==> config.mk <==
export PLATFORM = sky130hd
export DESIGN_NAME = bram_ns_operand_fifo_flat
export DESIGN_NICKNAME = d
export VERILOG_FILES = /design/src/rtl/bram_ns_operand_fifo_if.sv /design/src/rtl/bram_ns_operand_fifo.sv /design/src/flat_wrapper.sv
export SDC_FILE = /design/constraint.sdc
export NUM_CORES = 1
export LEC_CHECK = 0
export CORE_ASPECT_RATIO = 0.8
export CORE_MARGIN = 3
export CORE_UTILIZATION = 55
export CTS_CLUSTER_DIAMETER = 150
export DETAILED_ROUTE_END_ITERATION = 10
export PLACE_DENSITY = 0.69
export SLEW_MARGIN = 20
export SYNTH_ARGS = -nofsm -noshare
export SYNTH_HDL_FRONTEND = slang
export SYNTH_SLANG_ARGS = --single-unit
==> constraint.sdc <==
create_clock -name clk -period 3.3 [get_ports clk]
set_input_delay 0.66 -clock clk [delete_from_list [all_inputs] [get_ports clk]]
set_output_delay 0.66 -clock clk [all_outputs]
set_load 0.1 [all_outputs]
==> src/rtl/bram_ns_operand_fifo_if.sv <==
// Operand FIFO bus: write stream, issue demand and operand outputs.
// The slave modport is the FIFO, the master modport is its user.
interface bram_ns_operand_fifo_if #(
  parameter int dataWidth = 16,
  parameter int depthLog  = 4
);
  logic                 flush;
  logic                 wr_v;
  logic [dataWidth-1:0] wr_data;
  logic                 wr_ready;
  logic                 inst_valid;
  logic                 src0_rq;
  logic                 src1_rq;
  logic                 inst_stall;
  logic                 out_v;
  logic [dataWidth-1:0] src0_data;
  logic [dataWidth-1:0] src1_data;
  logic [depthLog:0]    count;
  logic                 underflow_err;

  modport slave (
    input  flush,
    input  wr_v,
    input  wr_data,
    output wr_ready,
    input  inst_valid,
    input  src0_rq,
    input  src1_rq,
    input  inst_stall,
    output out_v,
    output src0_data,
    output src1_data,
    output count,
    output underflow_err
  );

  modport master (
    output flush,
    output wr_v,
    output wr_data,
    input  wr_ready,
    output inst_valid,
    output src0_rq,
    output src1_rq,
    output inst_stall,
    input  out_v,
    input  src0_data,
    input  src1_data,
    input  count,
    input  underflow_err
  );
endinterface

==> src/rtl/bram_ns_operand_fifo.sv <==
// Per-namespace operand FIFO: streamed writes, 0/1/2 pops per cycle.
// Head feeds src0; src1 takes the next entry when src0 also requests.
module bram_ns_operand_fifo #(
  parameter int dataWidth = 16,
  parameter int depthLog  = 4
) (
  input  logic                 clk,
  input  logic                 reset_n,
  bram_ns_operand_fifo_if.slave bus
);

  localparam int Depth = 1 << depthLog;
  localparam logic [depthLog:0] DepthC = (depthLog+1)'(Depth);

  logic [dataWidth-1:0] mem [Depth];
  logic [depthLog-1:0]  rd_ptr;
  logic [depthLog-1:0]  wr_ptr;
  logic [depthLog:0]    count;
  logic                 underflow_err;

  logic [1:0]           need;
  logic [depthLog:0]    need_w;
  logic [depthLog-1:0]  rd_nxt;
  logic                 consume;
  logic                 can_pop;
  logic                 pop;
  logic                 accept;
  logic                 wr_ready;
  logic [depthLog:0]    pop_amt;
  logic [depthLog:0]    acc_amt;
  logic [depthLog-1:0]  rd_step;

  // Demand decode and pop/accept qualification.
  always_comb begin
    need    = {1'b0, bus.src0_rq} + {1'b0, bus.src1_rq};
    need_w  = (depthLog+1)'(need);
    consume = bus.inst_valid && !bus.inst_stall
              && (need != 2'd0);
    can_pop = (count >= need_w);
    pop     = consume && can_pop;
    // No pass-through when full: a same-cycle pop does not free a slot.
    wr_ready = (count != DepthC);
    accept  = bus.wr_v && wr_ready;
    pop_amt = pop ? need_w : '0;
    acc_amt = (depthLog+1)'(accept);
    rd_step = pop ? need_w[depthLog-1:0] : '0;
    rd_nxt  = rd_ptr + depthLog'(1);
  end

  // Pointer, occupancy and sticky error state.
  always_ff @(posedge clk or negedge reset_n) begin
    if (!reset_n) begin
      rd_ptr        <= '0;
      wr_ptr        <= '0;
      count         <= '0;
      underflow_err <= 1'b0;
    end else if (bus.flush) begin
      rd_ptr <= '0;
      wr_ptr <= '0;
      count  <= '0;
    end else begin
      if (accept) begin
        wr_ptr <= wr_ptr + depthLog'(1);
      end
      rd_ptr <= rd_ptr + rd_step;
      count  <= count + acc_amt - pop_amt;
      // Consuming without enough operands means the stall logic slipped.
      if (consume && !can_pop) begin
        underflow_err <= 1'b1;
      end
    end
  end

  // Storage array; cleared on reset, untouched by flush.
  always_ff @(posedge clk or negedge reset_n) begin
    if (!reset_n) begin
      for (int i = 0; i < Depth; i++) begin
        mem[i] <= '0;
      end
    end else if (accept && !bus.flush) begin
      mem[wr_ptr] <= bus.wr_data;
    end
  end

  assign bus.wr_ready      = wr_ready;
  assign bus.out_v         = (need == 2'd0) ? (count != '0)
                                            : can_pop;
  assign bus.src0_data     = mem[rd_ptr];
  assign bus.src1_data     = bus.src0_rq ? mem[rd_nxt]
                                         : mem[rd_ptr];
  assign bus.count         = count;
  assign bus.underflow_err = underflow_err;

endmodule

==> src/flat_wrapper.sv <==
// flat-port wrapper written by rule: the top's interface ports become plain ports
module bram_ns_operand_fifo_flat 
#(
  parameter int dataWidth = 16,
  parameter int depthLog  = 4
)
  (clk, reset_n, bus_flush, bus_wr_v, bus_wr_data, bus_wr_ready, bus_inst_valid, bus_src0_rq, bus_src1_rq, bus_inst_stall, bus_out_v, bus_src0_data, bus_src1_data, bus_count, bus_underflow_err);
  bram_ns_operand_fifo_if #(.dataWidth(dataWidth), .depthLog(depthLog)) bus_i ();
  input  logic clk;
  input  logic reset_n;
  input wire logic [$bits(bus_i.flush)-1:0] bus_flush;
  input wire logic [$bits(bus_i.wr_v)-1:0] bus_wr_v;
  input wire logic [$bits(bus_i.wr_data)-1:0] bus_wr_data;
  output wire logic [$bits(bus_i.wr_ready)-1:0] bus_wr_ready;
  input wire logic [$bits(bus_i.inst_valid)-1:0] bus_inst_valid;
  input wire logic [$bits(bus_i.src0_rq)-1:0] bus_src0_rq;
  input wire logic [$bits(bus_i.src1_rq)-1:0] bus_src1_rq;
  input wire logic [$bits(bus_i.inst_stall)-1:0] bus_inst_stall;
  output wire logic [$bits(bus_i.out_v)-1:0] bus_out_v;
  output wire logic [$bits(bus_i.src0_data)-1:0] bus_src0_data;
  output wire logic [$bits(bus_i.src1_data)-1:0] bus_src1_data;
  output wire logic [$bits(bus_i.count)-1:0] bus_count;
  output wire logic [$bits(bus_i.underflow_err)-1:0] bus_underflow_err;
  assign bus_i.flush = bus_flush;
  assign bus_i.wr_v = bus_wr_v;
  assign bus_i.wr_data = bus_wr_data;
  assign bus_wr_ready = bus_i.wr_ready;
  assign bus_i.inst_valid = bus_inst_valid;
  assign bus_i.src0_rq = bus_src0_rq;
  assign bus_i.src1_rq = bus_src1_rq;
  assign bus_i.inst_stall = bus_inst_stall;
  assign bus_out_v = bus_i.out_v;
  assign bus_src0_data = bus_i.src0_data;
  assign bus_src1_data = bus_i.src1_data;
  assign bus_count = bus_i.count;
  assign bus_underflow_err = bus_i.underflow_err;
  bram_ns_operand_fifo #(.dataWidth(dataWidth), .depthLog(depthLog)) u_core (.clk(clk), .reset_n(reset_n), .bus(bus_i));
endmodule
==> impl_metrics.csv <==
group,metric,value,unit
outcome,outcome,"finished with violations",
outcome,violations,"setup timing",
pwr,power_density,716.6,nW/um^2
timing,whs,0.1754,ns
cells_and_area,final_core_util,68.89,%
timing,fmax,0.2833,GHz
yosys,yosys_warnings,0,
cells_and_area,stdcell_count,1505,
cells_and_area,finalNetCount,1181,
pwr,power_leakage,8.038,nW
pwr,ir_worst_vdd,0.6590,mV
floorplan,start_util,56.15,%
cells_and_area,layout_commonest_cell,"dfrtp_1",
grt,antenna_found_initial,0,
yosys,async_flop_share,100.0,%
yosys,synthFlopType,"dfrtp_1",
critical_path,arrival,2.87,ns
clocking,cts_inserted_buffers,28,
critical_path,worstSetupPathType,"reg -> out",
timing,finalSetupViolations,16,
grt,grt_max_degree,104,
clocking,cts_hold_buf,0,
floorplan,fp-row-count,53,
routing,route.detailed.drc,0,
routing,wirelength,42600,um
critical_path,end_kind,"primary output",
clocking,root_buffer,"clkbuf_16",
placed_design,place.gp.congestion,0.8001,
grt,grt_usage,29.70,%
cells_and_area,layout_common_cells,"dfrtp_1 (268), mux2_2 (256), mux4_2 (128)",
placed_design,dp_hpwl,24170,um
routing,drtPass1Iterations,5,
clocking,h-tree-depth,1,
timing,max_slew.worst_pin.slew,0.9755,ns
critical_path,critPathLaunchType,"flop",
placed_design,placed_cells,1425,
critical_path,reg2reg_slack,0.52,ns
routing,detail-route-antenna-nets,0,
routing,vias,9927,
critical_path,critPathMaxFanout,5,
clocking,cts_buffer_depth,3,
grt,overflow,0,
cells_and_area,final_area,18180,um^2
yosys,syn-num-nets,1071,
floorplan,dieHeight,152.8,um
floorplan,die_area,28960,um^2
floorplan,die_x,189.5,um
grt,grt_pass1_wl,64810,um
yosys,ys_types,41,
clocking,clock_sinks,270,
yosys,postSynthCellCount,1024,
flow_run,maxCapViolCount,0,
yosys,synth_top_cell_area_share,45.59,%
grt,grt_pass1_vias,10377,
clocking,cts_tree,"yes",
placed_design,dpl_cell_area,16500,um^2
pwr,power,13.03,mW
cells_and_area,fill_cells,1863,
yosys,syn_area_per_cell,14.47,um^2
yosys,yosysSeqAreaShare,45.59,%
yosys,synth_edf_count,0,
timing,timing.final.crit_period,3.530,ns
critical_path,critical_path_required,2.64,ns
routing,drtIter0Drc,785,
yosys,netlist_top_cells_area,"dfrtp_1 (46%), mux2_2 (19%), mux4_2 (19%)",
timing,maxSlewViolCount,0,
yosys,yosysTopAreaCell,"dfrtp_1",
routing,routed_via_density,6.596,
timing,period_share,107.0,%
cells_and_area,area_growth,22.68,%
cells_and_area,antenna_cells,0,
worst_hold_path,hold_path.class,"in -> async",
critical_path,ff2ff_path_depth,14,
timing,slew_headroom,34.73,%
timing,grt_setup_unrepaired,"true",
placed_design,io_buffers,63,
timing,setup_slack,-0.2295,ns
timing,finalHoldViolCount,0,
yosys,synth_seq_cells,270,
timing,fin_skew,0.008865,ns
clocking,clk_pin_slew_worst_paths,0.06,ns
clocking,clock_latency,0.54,ns
routing,wire_per_inst,28.30,um
floorplan,pin_count,64,
yosys,syn_area,14820,um^2
floorplan,core_area,26390,um^2
cells_and_area,drive_above_1_share,56.36,%
==> power by group <==
group          switching (mW)  internal [mW]
Sequential              0.346           3.76
Clock                    1.27           1.68
Combinational            3.40           2.57
==> repair_timing <==
action,CTS,global route
pin swaps,13,23
endpoints found under the setup margin,17,18
gates resized for setup,35,20
setup buffers,17,9
gates cloned,10,2
==> worst max-delay path: stages (launching register included) <==
cell and delay (ns):
dfrtp_4 0.51, ha_4 0.29, buf_12 0.11, buf_8 0.11
buf_12 0.11, buf_16 0.12, mux4_2 0.50, nand2_1 0.08
nand4_1 0.12, o221a_4 0.19, buf_12 0.17
==> state kept, by name, summed over array words and instances, names as in the netlist <==
name and flops:
u_core.rd_ptr 4, u_core.bus.count 5, u_core.bus.underflow_err 1, u_core.wr_ptr 4
u_core.mem 256
==> logic make-up (layout without fill, tap and decap cells) <==
logic type	after synthesis	count (layout)	share of synthesized area, %
flops	270	270	45.59
simple gates	172	172	5.783
compound gates	59	59	3.284
mux	384	384	38.90
xor+xnor	10	10	0.5909
fa+ha+maj	23	23	2.043
buf+inv	106	230	3.808
==> stage by stage <==
stage	setup TNS (ns)	worst slack, ns
after floorplan	-0.1639	-0.1639
after global placement	-0.9842	-0.4200
after detailed placement	-1.297	-0.4911
after CTS	-2.799	-0.2282
after global routing	-4.002	-0.3044
final	-3.002	-0.2295
==> routing by layer <==
layer	global-route usage (%)	wire length (um)	vias up	part of all wire (%)
met5	0	0	-	0
met4	8.586	1249	0	2.9
met3	5.641	3044	80	7.1
met2	44.85	19470	431	46
met1	44.62	18830	5300	44
li1	-	-	4116	-
==> final cells by class <==
type                       instances  area, um^2  area share (%)
multi-input combinational        648        7742           42.58
sequential                       270        6764           37.20
timing repair buffer             167        2330           12.81
clock buffer                      44       822.0           4.521
tap                              357       446.7           2.457
inverter                          19       76.32          0.4198
==> cells in the mapped netlist, drive strengths merged, types with 2 or more instances <==
cell and n:
nand3 7, ha 21, mux2 256, nand4b 3, fa 2, and3 2, mux4 128, buf 50
a21oi 5, nand4 17, inv 19, xnor2 5, nand2b 6, o221a 16, xor2 5, nor2b 6
nand2 53, nor2 68, a22oi 32, clkbuf 37, nor3 4, dfrtp 270, o21ai 2, or3 2
==> worst paths after layout <==
path / startpoint / endpoint
min: reset_n / u_core.mem[38]
min in group clk: u_core.bus.underflow_err / u_core.bus.underflow_err
min reg2reg: u_core.bus.underflow_err / u_core.bus.underflow_err
max in group asynchronous: reset_n / u_core.mem[242]
max: u_core.rd_ptr[0] / bus_src1_data[9]
max reg2reg: u_core.bus.count[0] / u_core.bus.count[4]
No activity file was read; power rests on OpenSTA's default activity.
